File: src/rtl/key_mode_sel_pkg.sv
`default_nettype none
// ============================================================================
// Module      : key_mode_sel_pkg
// Description : Shared definitions for the modulation-mode key selector:
//               mode_code encodings, active-low one-hot select patterns,
//               key index map and the default debounce length.
//               Ports: none (package).
// Revision    : 1.0 - initial release
// ============================================================================
package key_mode_sel_pkg;

    typedef enum logic [1:0] {
        MODE_ASK  = 2'd0,
        MODE_FSK  = 2'd1,
        MODE_PSK  = 2'd2,
        MODE_DPSK = 2'd3
    } mode_e;

    // {set_ask, set_fsk, set_psk, set_dpsk}, active low
    localparam logic [3:0] SET_ASK_PAT  = 4'b0111;
    localparam logic [3:0] SET_FSK_PAT  = 4'b1011;
    localparam logic [3:0] SET_PSK_PAT  = 4'b1101;
    localparam logic [3:0] SET_DPSK_PAT = 4'b1110;

    // 20 ms at 50 MHz
    localparam int DEBOUNCE_CYCLES_DEF = 1000000;

    // Bit positions of the keys in the packed key vector (also the priority
    // order: lower index wins)
    localparam int KEY_ASK  = 0;
    localparam int KEY_FSK  = 1;
    localparam int KEY_PSK  = 2;
    localparam int KEY_DPSK = 3;
    localparam int KEY_NEXT = 4;
    localparam int NUM_KEYS = 5;

    function automatic logic [3:0] set_decode(input mode_e m);
        logic [3:0] pat;
        pat = SET_ASK_PAT;
        case (m)
            MODE_ASK:  pat = SET_ASK_PAT;
            MODE_FSK:  pat = SET_FSK_PAT;
            MODE_PSK:  pat = SET_PSK_PAT;
            MODE_DPSK: pat = SET_DPSK_PAT;
            default:   pat = SET_ASK_PAT;
        endcase
        return pat;
    endfunction

endpackage : key_mode_sel_pkg
`default_nettype wire

File: src/rtl/key_mode_sel_debounce.sv
`default_nettype none
// ============================================================================
// Module      : key_debounce
// Description : Two-flop synchronizer, debounce counter and one-cycle press
//               pulse for one active-low push-button.
//               clk      - clock (rising edge)
//               reset    - asynchronous active-high reset
//               key_n_i  - raw active-low key
//               press_o  - registered one-cycle pulse on debounced 1->0
// Revision    : 1.0 - initial release
// ============================================================================
module key_debounce
    import key_mode_sel_pkg::*;
#(
    parameter int DEBOUNCE_CYCLES = DEBOUNCE_CYCLES_DEF
) (
    input  logic clk,
    input  logic reset,
    input  logic key_n_i,
    output logic press_o
);

    localparam int CW = (DEBOUNCE_CYCLES > 2) ? $clog2(DEBOUNCE_CYCLES) : 1;
    // The counter value seen on the edge that accepts the new level; the
    // count notionally reaches DEBOUNCE_CYCLES-1 on that same edge.
    localparam logic [CW-1:0] CNT_LAST = CW'(DEBOUNCE_CYCLES - 2);

    logic          sync1_q, sync2_q;
    logic          deb_q, deb_d;
    logic          deb_dly_q;
    logic          press_q, press_d;
    logic [CW-1:0] cnt_q, cnt_d;

    always_comb begin
        deb_d = deb_q;
        cnt_d = '0;
        if (sync2_q != deb_q) begin
            if (cnt_q == CNT_LAST) begin
                deb_d = sync2_q;
            end else begin
                cnt_d = cnt_q + 1'b1;
            end
        end
        // Falling debounced level only; releases and holds give nothing.
        press_d = deb_dly_q & ~deb_q;
    end

    always_ff @(posedge clk or posedge reset) begin
        if (reset) begin
            sync1_q   <= 1'b1;
            sync2_q   <= 1'b1;
            deb_q     <= 1'b1;
            deb_dly_q <= 1'b1;
            press_q   <= 1'b0;
            cnt_q     <= '0;
        end else begin
            sync1_q   <= key_n_i;
            sync2_q   <= sync1_q;
            deb_q     <= deb_d;
            deb_dly_q <= deb_q;
            press_q   <= press_d;
            cnt_q     <= cnt_d;
        end
    end

    assign press_o = press_q;

endmodule : key_debounce
`default_nettype wire

File: src/rtl/key_mode_sel.sv
`default_nettype none
// ============================================================================
// Module      : key_mode_sel
// Description : Modulation mode selector driven by five push-buttons.
//               clk          - clock (rising edge)
//               reset        - asynchronous active-high reset
//               key_*_n      - raw active-low keys (ask/fsk/psk/dpsk/next)
//               set_*        - registered active-low one-hot mode select
//               mode_code    - registered mode (0 ASK,1 FSK,2 PSK,3 DPSK)
//               mode_changed - one-cycle pulse aligned with a mode change
// Revision    : 1.0 - initial release
// ============================================================================
module key_mode_sel
    import key_mode_sel_pkg::*;
#(
    parameter int DEBOUNCE_CYCLES = DEBOUNCE_CYCLES_DEF
) (
    input  logic       clk,
    input  logic       reset,
    input  logic       key_ask_n,
    input  logic       key_fsk_n,
    input  logic       key_psk_n,
    input  logic       key_dpsk_n,
    input  logic       key_next_n,
    output logic       set_ask,
    output logic       set_fsk,
    output logic       set_psk,
    output logic       set_dpsk,
    output logic [1:0] mode_code,
    output logic       mode_changed
);

    logic [NUM_KEYS-1:0] w_keys_n;
    logic [NUM_KEYS-1:0] w_press;

    mode_e      mode_q, mode_d;
    logic [3:0] set_q, set_d;
    logic       changed_q, changed_d;

    assign w_keys_n = {key_next_n, key_dpsk_n, key_psk_n, key_fsk_n, key_ask_n};

    generate
        for (genvar i = 0; i < NUM_KEYS; i++) begin : g_key
            key_debounce #(
                .DEBOUNCE_CYCLES(DEBOUNCE_CYCLES)
            ) u_key_debounce (
                .clk     (clk),
                .reset   (reset),
                .key_n_i (w_keys_n[i]),
                .press_o (w_press[i])
            );
        end
    endgenerate

    always_comb begin
        mode_d = mode_q;
        if (w_press[KEY_ASK]) begin
            mode_d = MODE_ASK;
        end else if (w_press[KEY_FSK]) begin
            mode_d = MODE_FSK;
        end else if (w_press[KEY_PSK]) begin
            mode_d = MODE_PSK;
        end else if (w_press[KEY_DPSK]) begin
            mode_d = MODE_DPSK;
        end else if (w_press[KEY_NEXT]) begin
            // 2-bit add wraps DPSK back to ASK
            mode_d = mode_e'(mode_q + 2'd1);
        end
        changed_d = (mode_d != mode_q);
        set_d     = set_decode(mode_d);
    end

    always_ff @(posedge clk or posedge reset) begin
        if (reset) begin
            mode_q    <= MODE_ASK;
            set_q     <= SET_ASK_PAT;
            changed_q <= 1'b0;
        end else begin
            mode_q    <= mode_d;
            set_q     <= set_d;
            changed_q <= changed_d;
        end
    end

    assign mode_code    = mode_q;
    assign mode_changed = changed_q;
    assign {set_ask, set_fsk, set_psk, set_dpsk} = set_q;

endmodule : key_mode_sel
`default_nettype wire

File: config.mk
export PLATFORM = sky130hd
export DESIGN_NAME = key_mode_sel
export DESIGN_NICKNAME = d
export VERILOG_FILES = /design/src/rtl/key_mode_sel_pkg.sv /design/src/rtl/key_mode_sel_debounce.sv /design/src/rtl/key_mode_sel.sv
export SDC_FILE = /design/constraint.sdc
export NUM_CORES = 1
export LEC_CHECK = 0
export BUFFER_PORTS_ARGS = -buffer_cell sky130_fd_sc_hd__buf_2
export CORE_UTILIZATION = 35
export CTS_CLUSTER_DIAMETER = 40
export DETAILED_ROUTE_END_ITERATION = 8
export GPL_TIMING_DRIVEN = 0
export SETUP_SLACK_MARGIN = 0.4
export SLEW_MARGIN = 20
export SYNTH_ARGS = -nofsm -noshare
export SYNTH_HDL_FRONTEND = slang
export SYNTH_SLANG_ARGS = --single-unit
File: constraint.sdc
create_clock -name clk -period 4.7 [get_ports clk]
set_input_delay 0.235 -clock clk [delete_from_list [all_inputs] [get_ports clk]]
set_output_delay 0.235 -clock clk [all_outputs]
set_load 0.02 [all_outputs]
**Word level (Yosys, flattened, before mapping)**

Cells that the tools add are included.
Widths: inputs -> output; s select.

- Output and inout port bits: 7
- Register bits: 132
- Input bits: 7
- Word-level logic and storage cells: 85

- Reductions and logical operators: 6
- Add/subtract/negate cells: 6
- Bitwise operators: 10
- Mux-type cells: 16
- Equality and inequality tests: 14

Operators with widths:

| kind | number |
|---|---|
| $mux 20 | 10 |
| $add 20x1->20 const B | 5 |
| $eq 20x20->1 const B | 5 |
| $pmux 4 s4 | 1 |
| $mux 2 | 5 |
| $reduce_and 2->1 | 5 |
| $and 1x1->1 | 5 |
| $ne 1x1->1 | 5 |
| $not 1->1 | 5 |
| $eq 2x2->1 const B | 2 |
| $add 2x1->2 const B | 1 |
| $eq 2x1->1 const B | 1 |
| $logic_not 2->1 | 1 |
| $ne 2x2->1 | 1 |

**Longest topological paths before layout**

Gate-level depths: netlist of run 1.

- Depth in word-level cells: 8
- Mapped depth: 7
- Mapped depth without buffers: 6

**Hierarchy**

From an unflattened synthesis of run 1, not the netlist that was laid out.

- Cell total of the unflattened synthesis: 624
- Area, all modules: 6347.3 sq um

Modules (own cells, without submodules):

| module | times used | area an instance (sq um) | cells each | seq. area each (sq um) |
|---|---|---|---|---|
| key_debounce | 5 | 1193.6 | 117 | 630.6 |
| key_mode_sel | 1 | 379.1 | 39 | 178.9 |

**Worst setup path after synthesis of run 1**

Ideal clock, no wire load.

- Path kind: reg2reg
- Start point: reg g_key[3].u_key_debounce.cnt_q[12]
- End point: reg g_key[3].u_key_debounce.deb_q
- Data arrival time: 1.753 ns
- Setup time: 0.082 ns
- Period minus slack after synthesis: 1.836 ns
- Stages on the path, launching flop included: 5
- Data required time: 4.618 ns
- Path slack: 2.864 ns
- Buffers on the path: 0
- Cells stage by stage: dfrtp_1 or4b_1 or4_1 nor2_1 mux2_2

- Cells in the longest elaborated chain, start to end: 2

Ends and longest elaborated chain:

| item | RTL line | text |
|---|---|---|
| start, declared | key_mode_sel_debounce.sv:32 | `logic [CW-1:0] cnt_q, cnt_d;` |
| start signal, assigned | key_mode_sel_debounce.sv:62 | `cnt_q <= cnt_d;` |
| $eq 20x20->1 | key_mode_sel_debounce.sv:38 | `if (cnt_q == CNT_LAST) begin` |
| $reduce_and 2->1 (no line) | -- |  |
| end signal, assigned | key_mode_sel_debounce.sv:52 | `deb_q <= 1'b1;` |
| end signal, assigned | key_mode_sel_debounce.sv:59 | `deb_q <= deb_d;` |
| end, declared | key_mode_sel_debounce.sv:29 | `logic deb_q, deb_d;` |

Every way passes these cells.
A chain may end at the register's enable or synchronous reset.

**Final worst setup path of run 1**

- Start point: reg g_key[4].u_key_debounce.cnt_q[8]
- End point: reg g_key[4].u_key_debounce.cnt_q[12]

- Cells in the longest elaborated chain, start to end: 3
- Elaborated cells between the ends (all ways): 4
- Those cells by class: add/sub (1); eq/ne (1); mux (2)

Ends and longest elaborated chain:

| item | RTL line | text |
|---|---|---|
| start, declared | key_mode_sel_debounce.sv:32 |  |
| start signal, assigned | key_mode_sel_debounce.sv:62 |  |
| $add 20x1->20 or $eq 20x20->1 (tied branches) | key_mode_sel_debounce.sv:41, key_mode_sel_debounce.sv:38 |  |
| $mux 20 * | key_mode_sel_debounce.sv:38 |  |
| $mux 20 * | key_mode_sel_debounce.sv:37 | `if (sync2_q != deb_q) begin` |
| named net g_key[4].u_key_debounce.cnt_d[12] | key_mode_sel_debounce.sv:32 |  |

The timed path passes the listed nets; every way through them passes the cells marked *.

==> results of run 1 <==
-- per-layer routing --
layer	up-vias	track usage (%)	share of wire, %
met1	2238	17.7	46
met5	-	0	0
met2	63	23.6	49
li1	2232	-	-
met3	26	3.68	2.9
met4	0	7.49	2.4
-- worst max path at each step --
stage | from | end | slack (ns) | depth (start not counted)
floorplan | reset | g_key[0].u_key_debounce.cnt_q[0] | 0.98 | 1
global placement | reset | g_key[1].u_key_debounce.cnt_q[15] | -0.52 | 2
detailed placement | g_key[4].u_key_debounce.cnt_q[10] | g_key[4].u_key_debounce.cnt_q[8] | 2.34 | 5
CTS | g_key[4].u_key_debounce.cnt_q[8] | g_key[4].u_key_debounce.cnt_q[12] | 2.31 | 5
global route | g_key[4].u_key_debounce.cnt_q[8] | g_key[4].u_key_debounce.cnt_q[13] | 2.10 | 5
finish | g_key[4].u_key_debounce.cnt_q[8] | g_key[4].u_key_debounce.cnt_q[12] | 2.33 | 5
-- tightest hold or removal path, cell delays in order --
cell,delay (ns)
dlygate4sd3_1,0.53
buf_2,0.15
inv_8,0.20
-- layout by cell type, fill, tap and decap left out, types with 3 or more instances in the layout --
cell / count
a21oi_1: 27
and2_1: 3
and3_1: 8
and4_1: 9
buf_2: 18
bufinv_16: 5
clkbuf_1: 12
clkbuf_16: 17
clkbuf_8: 3
clkinv_4: 3
dfrtp_1: 109
dfstp_2: 23
dlygate4sd3_1: 6
ha_1: 10
inv_1: 20
mux2_2: 5
nand2_1: 37
nand3_1: 31
nand3b_1: 3
nand4_1: 32
nor2_1: 90
nor2b_1: 5
nor3_1: 12
nor4_1: 13
nor4b_1: 5
o21ai_0: 11
o31ai_1: 15
or3_1: 12
or4_1: 19
xnor2_1: 39
xor2_1: 32
-- state kept, by name (all words and copies together), names as in the netlist --
name                            cells
g_key.u_key_debounce.sync1_q        5
g_key.u_key_debounce.deb_dly_q      5
g_key.u_key_debounce.cnt_q        100
g_key.u_key_debounce.press_o        5
g_key.u_key_debounce.deb_q          5
mode_code                           2
set_q                               4
mode_changed                        1
g_key.u_key_debounce.sync2_q        5
-- synth_stat cells (3+ instances only) --
cell type	instances
or4_1	19
clkbuf_1	12
and2_1	3
a21oi_1	27
xnor2_1	39
nor3_1	12
nand4_1	32
dfstp_2	23
nor2_1	90
o21ai_0	11
nand3_1	31
ha_1	10
nand3b_1	3
o31ai_1	15
nor2b_1	5
mux2_2	5
nor4_1	13
nand2_1	37
and4_1	9
nor4b_1	5
xor2_1	32
buf_2	5
dfrtp_1	109
and3_1	8
inv_1	21
or3_1	12
-- cells by family (layout without fill, tap and decap cells) --
family	after synthesis	count (layout)	synth area share (%)
XOR/XNOR	71	71	10.0
multiplexers	5	5	0.910
AND/OR/NAND/NOR	290	290	24.7
flip-flops	132	132	53.8
buffers and inverters	38	90	2.41
adder cells (fa/ha/maj)	10	10	2.02
AO/OA/AOI/OAI	62	62	6.04
-- metrics by stage --
step	area (µm²)	setup slack [ns]	instances	utilization (%)	setup TNS, ns
after floorplan	6190	0.977	608	-	0
after global placement	6540	-0.524	846	37.8	-56.21
after detailed placement	6570	2.34	847	38.0	0
after CTS	7300	2.31	885	42.2	0
after global routing	7300	2.10	885	42.2	0
final	7300	2.33	885	42.2	0
-- power by group through the flow --
stage          combinational (mW)  sequential [mW]  clock, mW
6_report                   0.0747             1.17       1.48
3_3_place_gp               0.0667             1.19          0
5_1_grt                    0.0870             1.18       1.56
3_5_place_dp               0.0739             1.19          0
2_1_floorplan              0.0493             1.19          0
4_1_cts                    0.0780             1.17       1.52
-- layout make-up --
type,count,area (µm²),share of cell area (%)
plain buffers,17,70.1,0.960
flip-flops and latches,132,3330,45.6
clock buffers,20,467,6.39
well taps,225,282,3.86
clock inverters,12,201,2.76
repair buffers,20,153,2.09
inverters,21,86.3,1.18
multi-input cells,438,2710,37.1
==> impl_metrics.env, run 1 <==
export IMPL_slew_headroom_pct=42.2
export IMPL_clock_skew_ns=0.00524
export IMPL_synth_ff_type="dfrtp_1"
export IMPL_htreeDepth=4
export IMPL_drt_pre_antenna_iters=4
export IMPL_drive_above_1_share_pct=13.0
export IMPL_r2r_cells=5
export IMPL_syn_cell_area_um2=6190
export IMPL_power_per_cell_area_nw_per_um2=374
export IMPL_timing_rr_end="g_key[4].u_key_debounce.cnt_q[12]"
export IMPL_synth_largest_area_cell="dfrtp_1"
export IMPL_numCtsBuffers=17
export IMPL_grt_ovfl_total=0
export IMPL_synth_avg_cell_area_um2=10.2
export IMPL_synth_edf_count=0
export IMPL_arrival_ns=2.66
export IMPL_worst_slew_pin_slew_ns=0.861
export IMPL_antennaDiodeCount=0
export IMPL_finalSetupViolCount=0
export IMPL_gp_congestion=0.812
export IMPL_grt_pass1_wl_mm=20.9
export IMPL_drt_iter0_drc=270
export IMPL_crit_chain="nor4b_1 > nand4_1 > o21ai_1 > clkbuf_1 > nor2_1"
export IMPL_syn_to_final_growth_pct=17.9
export IMPL_portBuffers=13
export IMPL_min_path_type="input port to async pin"
export IMPL_grt_max_degree=100
export IMPL_cts_tree="done"
export IMPL_ys_warn_count=0
export IMPL_crit_slowest_cell="o21ai_1"
export IMPL_outcome="finished, final reports clean"
export IMPL_hold_buffers=6
export IMPL_placementRows=48
export IMPL_path_class="register to register"
export IMPL_antenna_found_initial=0
export IMPL_wl_per_cell_um=13.6
export IMPL_grt_pass1_vias=4535
export IMPL_synth_top_area_share_pct=44.1
export IMPL_ys_types=41
export IMPL_hold_viol=0
export IMPL_crit_fanout=10
export IMPL_viasPerCell=5.15
export IMPL_layout_min_cycle_time_ns=2.37
export IMPL_drc=0
export IMPL_cp_num_buf_inv=1
export IMPL_maxSlewViolCount=0
export IMPL_ys_top_cells_by_area="dfrtp_1 (44%), dfstp_2 (9.8%), xnor2_1 (5.5%), nor2_1 (5.5%), xor2_1 (4.5%)"
export IMPL_p_leak_nw=2.88
export IMPL_fmax_ghz=0.422
export IMPL_r2r_start="g_key[4].u_key_debounce.cnt_q[8]"
export IMPL_antenna_left=0
export IMPL_holdWs_ns=0.327
export IMPL_rsz0062_at_grt="false"
export IMPL_power_total_mw=2.73
export IMPL_cp_start_kind="register"
export IMPL_clkPwrFrac_pct=54.3
export IMPL_die_h_um=135
export IMPL_dpl_hpwl_mm=8.10
export IMPL_min_period_over_period_pct=50.5
export IMPL_netlist_instances=608
export IMPL_synth_seq_cells=132
export IMPL_nFillCells=1672
export IMPL_start_util_pct=35.8
export IMPL_clkTransAtPathRegs_ns=0.06
export IMPL_internal_power_mw=2.16
export IMPL_cts_buffer_depth=2
export IMPL_nNetsFinal=664
export IMPL_ys_seq_area_share_pct=53.8
export IMPL_path_delay_family="simple AND/OR/NAND/NOR gates"
export IMPL_p_seq_share_pct=42.9
export IMPL_cts_sinks=132
export IMPL_wirelength_mm=12.1
export IMPL_ios=14
export IMPL_p_sw_mw=0.569
export IMPL_cts_resized=0
export IMPL_grt_use_total_pct=14.5
export IMPL_ctsRootBufferMaster="clkbuf_16"
export IMPL_async_flop_share_pct=100
export IMPL_pwr_share_comb_pct=2.7
export IMPL_cp_slowest_stage_delay_ns=0.64
export IMPL_ir_worst_vdd_mv=0.267
export IMPL_post_cts_buffers=0
export IMPL_drv_cap=0
export IMPL_switching_share_pct=20.8
export IMPL_num_vias=4559
export IMPL_core_area_um2=17300
export IMPL_required_ns=4.99
export IMPL_critPathCaptureType="register"
export IMPL_die_w_um=135
export IMPL_design_die_area_um2=18200
export IMPL_synth_fp_nets=625
export IMPL_clkLatencyLatePin_ns=0.42
export IMPL_rrSetupSlack_ns=2.33
Note: power is estimated with default switching activity, not from simulation.
==> run 2, diff against run 1 <==
==> constraint.sdc (replaced) <==
create_clock -name clk -period 2.1 [get_ports clk]
set_input_delay 0.105 -clock clk [delete_from_list [all_inputs] [get_ports clk]]
set_output_delay 0.105 -clock clk [all_outputs]
set_load 0.02 [all_outputs]
==> impl_metrics.env, run 2 (synthesis results as in run 1) <==
export IMPL_final_common_cell="dfrtp_1"
export IMPL_finalSetupViolCount=0
export IMPL_critPathCaptureType="register"
export IMPL_design_die_area_um2=18200
export IMPL_rsz0062_at_grt="true"
export IMPL_crit_fanout=10
export IMPL_fmax_ghz=0.524
export IMPL_worst_slack_ns=0.191
export IMPL_path_class="register to register"
export IMPL_ctsRootBufferMaster="clkbuf_16"
export IMPL_arrival_ns=2.20
export IMPL_final_cell_mix="dfrtp_1 (95), nor2_1 (67), buf_4 (52), xnor2_1 (39), nand2_1 (34)"
export IMPL_num_vias=4880
export IMPL_placementRows=48
export IMPL_nNetsFinal=721
export IMPL_antenna_found_initial=0
export IMPL_gp_congestion=0.829
export IMPL_grt_max_degree=37
export IMPL_drt_pre_antenna_iters=4
export IMPL_numCtsBuffers=17
export IMPL_required_ns=2.39
export IMPL_min_period_over_period_pct=90.9
export IMPL_drt_iter0_drc=287
export IMPL_p_leak_nw=3.28
export IMPL_dpl_hpwl_mm=8.17
export IMPL_drv_cap=0
export IMPL_wirelength_mm=13.9
export IMPL_min_path_type="input port to async pin"
export IMPL_grt_pass1_wl_mm=22.7
export IMPL_grt_ovfl_total=0
export IMPL_layout_min_cycle_time_ns=1.91
export IMPL_power_per_cell_area_nw_per_um2=709
export IMPL_cts_sinks=132
export IMPL_cts_tree="done"
export IMPL_htreeDepth=4
export IMPL_nFillCells=1520
export IMPL_die_w_um=135
export IMPL_portBuffers=13
export IMPL_cp_start_kind="register"
export IMPL_antenna_left=0
export IMPL_largest_reg_flops=100
export IMPL_viasPerCell=5.18
export IMPL_power_total_mw=5.86
export IMPL_drc=0
export IMPL_ir_worst_vdd_mv=0.566
export IMPL_outcome="finished, final reports clean"
export IMPL_start_util_pct=35.8
export IMPL_wl_per_cell_um=14.8
export IMPL_grt_use_total_pct=15.7
export IMPL_syn_to_final_growth_pct=33.6
export IMPL_die_h_um=135
export IMPL_holdWs_ns=0.210
export IMPL_cts_buffer_depth=2
export IMPL_worst_slew_pin_slew_ns=0.535
export IMPL_hold_viol=0
export IMPL_clkTransAtPathRegs_ns=0.06
export IMPL_slew_headroom_pct=64.3
export IMPL_clkLatencyLatePin_ns=0.42
export IMPL_core_area_um2=17300
export IMPL_antennaDiodeCount=0
export IMPL_pre_cts_slack_ns=-0.00577
export IMPL_maxSlewViolCount=0
export IMPL_clock_skew_ns=0.00472
export IMPL_drive_above_1_share_pct=33.3
export IMPL_top_register="g_key.u_key_debounce.cnt_q"
export IMPL_ios=14
export IMPL_grt_pass1_vias=4856
==> run 2: what timing repair did <==
action	in CTS	in global routing
endpoints found under the hold margin	69	0
cloned	5	1
hold buffers	6	0
pin swaps	22	33
endpoints found under the setup margin	100	97
resized for setup	64	97
setup buffers	27	21
==> run 2: cell type report <==
cell class / count / area, µm² / share of cell area [%]
Clock buffer: 21 / 470 / 5.69
Sequential cell: 132 / 3350 / 40.5
Buffer: 17 / 164 / 1.98
Multi-Input combinational cell: 438 / 3140 / 38.0
Clock inverter: 11 / 125 / 1.51
Tap cell: 225 / 282 / 3.40
Inverter: 21 / 82.6 / 0.999
Timing Repair Buffer: 77 / 654 / 7.91
==> run 2: final timing paths <==
path	startpoint	endpoint	slack (ns)	depth (start not counted)
min reg2reg	g_key[4].u_key_debounce.sync1_q	g_key[4].u_key_debounce.sync2_q	0.35	0
min in group clk	key_ask_n	g_key[0].u_key_debounce.sync1_q	0.32	2
max	g_key[3].u_key_debounce.cnt_q[12]	g_key[3].u_key_debounce.cnt_q[19]	0.19	5
max reg2reg	g_key[3].u_key_debounce.cnt_q[12]	g_key[3].u_key_debounce.cnt_q[19]	0.19	5
max in group asynchronous	reset	g_key[1].u_key_debounce.sync2_q	1.09	5
min	reset	g_key[3].u_key_debounce.cnt_q[16]	0.21	3
==> run 2: power by group <==
part / leakage [nW] / internal (mW) / switching [mW]
combinational: 1.26 / 0.118 / 0.149
sequential: 1.73 / 2.59 / 0.0432
clock: 0.290 / 1.85 / 1.12
total: 3.28 / 4.55 / 1.31
==> run 2: worst max-delay path, cell delays in order, from the launching register on <==
cell     delay (ns)
dfrtp_1        0.38
or4b_1         0.52
or4_4          0.47
o21ai_4        0.20
buf_6          0.17
a21oi_1        0.05
==> run 2: metal layers <==
layer,global-route usage (%),vias up,part of all wire [%]
met3,3.30,18,2.6
met5,0,-,0
met1,19.5,2445,44
met2,26.0,68,52
met4,7.24,0,1.3
li1,-,2349,-
==> run 2: metrics by stage <==
stage                     cells  cell area (µm²)  setup TNS [ns]  util (%)
after CTS                   920             7770               0      44.9
after floorplan             608             6220               0         -
final                       942             8270               0      47.8
after global placement      846             6570          -46.61      38.0
after detailed placement    850             6650         -0.0198      38.5
after global routing        942             8270               0      47.8
==> run 3, diff against run 2 <==
--- a/config.mk
+++ b/config.mk
@@ -6,10 +6,13 @@
 export NUM_CORES = 1
 export LEC_CHECK = 0
 export BUFFER_PORTS_ARGS = -buffer_cell sky130_fd_sc_hd__buf_2
+export CELL_PAD_IN_SITES_DETAIL_PLACEMENT = 1
+export CELL_PAD_IN_SITES_GLOBAL_PLACEMENT = 1
 export CORE_UTILIZATION = 35
 export CTS_CLUSTER_DIAMETER = 40
 export DETAILED_ROUTE_END_ITERATION = 8
 export GPL_TIMING_DRIVEN = 0
+export PLACE_DENSITY_LB_ADDON = 0.1
 export SETUP_SLACK_MARGIN = 0.4
 export SLEW_MARGIN = 20
 export SYNTH_ARGS = -nofsm -noshare
==> impl_metrics.env, run 3 (synthesis results as in run 1) <==
export IMPL_min_period_over_period_pct=94.9
export IMPL_p_leak_nw=3.46
export IMPL_grt_pass1_vias=5395
export IMPL_largest_reg_flops=100
export IMPL_power_per_cell_area_nw_per_um2=713
export IMPL_r2r_cells=5
export IMPL_outcome="finished, final reports clean"
export IMPL_min_path_type="input port to async pin"
export IMPL_cts_buffer_depth=2
export IMPL_final_cell_mix="dfrtp_1 (93), buf_4 (58), nor2_1 (56), xnor2_1 (39), nand2_1 (34)"
export IMPL_antenna_found_initial=0
export IMPL_cts_sinks=132
export IMPL_ios=14
export IMPL_internal_power_mw=4.81
export IMPL_worst_slew_pin_slew_ns=0.589
export IMPL_cp_start_kind="register"
export IMPL_start_util_pct=35.8
export IMPL_clkLatencyLatePin_ns=0.43
export IMPL_antennaDiodeCount=0
export IMPL_holdWs_ns=0.242
export IMPL_placementRows=48
export IMPL_core_area_um2=17300
export IMPL_htreeDepth=4
export IMPL_final_common_cell="dfrtp_1"
export IMPL_dpl_hpwl_mm=9.63
export IMPL_layout_min_cycle_time_ns=1.99
export IMPL_top_register="g_key.u_key_debounce.cnt_q"
export IMPL_wl_per_cell_um=17.4
export IMPL_gp_congestion=0.804
export IMPL_clkPwrFrac_pct=52.2
export IMPL_finalSetupViolCount=0
export IMPL_grt_use_total_pct=19.0
export IMPL_die_w_um=135
export IMPL_p_sw_mw=1.36
export IMPL_pwr_share_comb_pct=5.2
export IMPL_ctsRootBufferMaster="clkbuf_16"
export IMPL_grt_pass1_wl_mm=26.8
export IMPL_crit_fanout=5
export IMPL_drc=0
export IMPL_power_total_mw=6.17
export IMPL_switching_share_pct=22.0
export IMPL_antenna_left=0
export IMPL_syn_to_final_growth_pct=39.8
export IMPL_drt_iter0_drc=153
export IMPL_grt_ovfl_total=0
export IMPL_drv_cap=0
export IMPL_timing_rr_end="g_key[3].u_key_debounce.cnt_q[19]"
export IMPL_slew_headroom_pct=60.7
export IMPL_required_ns=2.40
export IMPL_critPathCaptureType="register"
export IMPL_drive_above_1_share_pct=39.6
export IMPL_numCtsBuffers=17
export IMPL_p_seq_share_pct=42.6
export IMPL_num_vias=5057
export IMPL_drt_pre_antenna_iters=5
export IMPL_rsz0062_at_grt="true"
export IMPL_hold_viol=0
export IMPL_clkTransAtPathRegs_ns=0.06
export IMPL_clock_skew_ns=0.00736
export IMPL_wirelength_mm=16.7
export IMPL_cts_tree="done"
export IMPL_rrSetupSlack_ns=0.11
export IMPL_fmax_ghz=0.502
export IMPL_ir_worst_vdd_mv=0.627
export IMPL_grt_max_degree=35
export IMPL_arrival_ns=2.29
export IMPL_nNetsFinal=741
export IMPL_design_die_area_um2=18200
export IMPL_maxSlewViolCount=0
export IMPL_die_h_um=135
export IMPL_r2r_start="g_key[3].u_key_debounce.cnt_q[12]"
export IMPL_portBuffers=13
export IMPL_path_class="register to register"
export IMPL_viasPerCell=5.26
run 3: changes by cell type in the layout (fill, tap and decap cells not counted), sizes merged:
| cell | change |
|---|---|
| inv | -1 |
| buf | +21 |
| clkbuf | -2 |
| bufinv | +2 |
run 3: worst max path at each step:
stage	slack, ns	endpoint	startpoint	depth (start not counted)
floorplan	0.27	g_key[3].u_key_debounce.deb_q	g_key[3].u_key_debounce.cnt_q[12]	4
global placement	-0.54	g_key[0].u_key_debounce.cnt_q[10]	reset	2
detailed placement	-0.15	g_key[4].u_key_debounce.cnt_q[13]	g_key[4].u_key_debounce.cnt_q[12]	5
CTS	0.1	g_key[3].u_key_debounce.cnt_q[3]	g_key[3].u_key_debounce.cnt_q[12]	5
global route	0.08	g_key[3].u_key_debounce.cnt_q[19]	g_key[3].u_key_debounce.cnt_q[12]	5
finish	0.11	g_key[3].u_key_debounce.cnt_q[19]	g_key[3].u_key_debounce.cnt_q[12]	5
run 3: layer usage:
| layer | share of wire, % | wire length [µm] | global-route usage (%) | vias up |
|---|---|---|---|---|
| met5 | 0 | 0 | 0 | - |
| met4 | 1.7 | 280 | 8.18 | 0 |
| met3 | 2.0 | 336 | 4.39 | 24 |
| met2 | 54 | 9010 | 33.0 | 48 |
| met1 | 42 | 7090 | 22.3 | 2600 |
| li1 | - | - | - | 2385 |
run 3: area by class of cell:
cell class,instances,area (µm²)
Inverter,21,82.6
Tap cell,225,282
Clock buffer,20,467
Multi-Input combinational cell,438,3270
Timing Repair Buffer,97,852
Clock inverter,12,176
Buffer,17,173
Fill cell,1872,8640
Sequential cell,132,3350
run 3: critical path: stages (launching register included):
cell and delay, ns:
dfrtp_2 0.40, or4b_4 0.54, or4_4 0.46, o21ai_4 0.25, buf_6 0.18, a21oi_2 0.04
run 3: timing repair:
item / 4_1_cts / 5_1_grt
resized for setup: 105 / 113
pin swaps: 30 / 40
setup buffers: 41 / 23
hold endpoints to repair: 30 / 0
gates cloned: 6 / 3
endpoints found under the setup margin: 103 / 105
hold buffers: 6 / 0
run 3: per-stage QoR:
step	setup TNS (ns)	area, µm²	util, %	setup WS [ns]	std cells
after detailed placement	-1.21	6680	38.6	-0.152	851
after floorplan	0	6220	-	0.265	608
after global routing	0	8650	50.0	0.0751	962
after CTS	0	8090	46.7	0.0955	936
after global placement	-58.55	6570	38.0	-0.543	846
final	0	8650	50.0	0.107	962
run 3: power by group through the flow:
stage | sequential [mW] | combinational [mW] | clock [mW]
finish | 2.63 | 0.322 | 3.22
global route | 2.63 | 0.355 | 3.40
CTS | 2.63 | 0.279 | 3.30
detailed placement | 2.67 | 0.193 | 0
global placement | 2.67 | 0.159 | 0
floorplan | 2.66 | 0.111 | 0
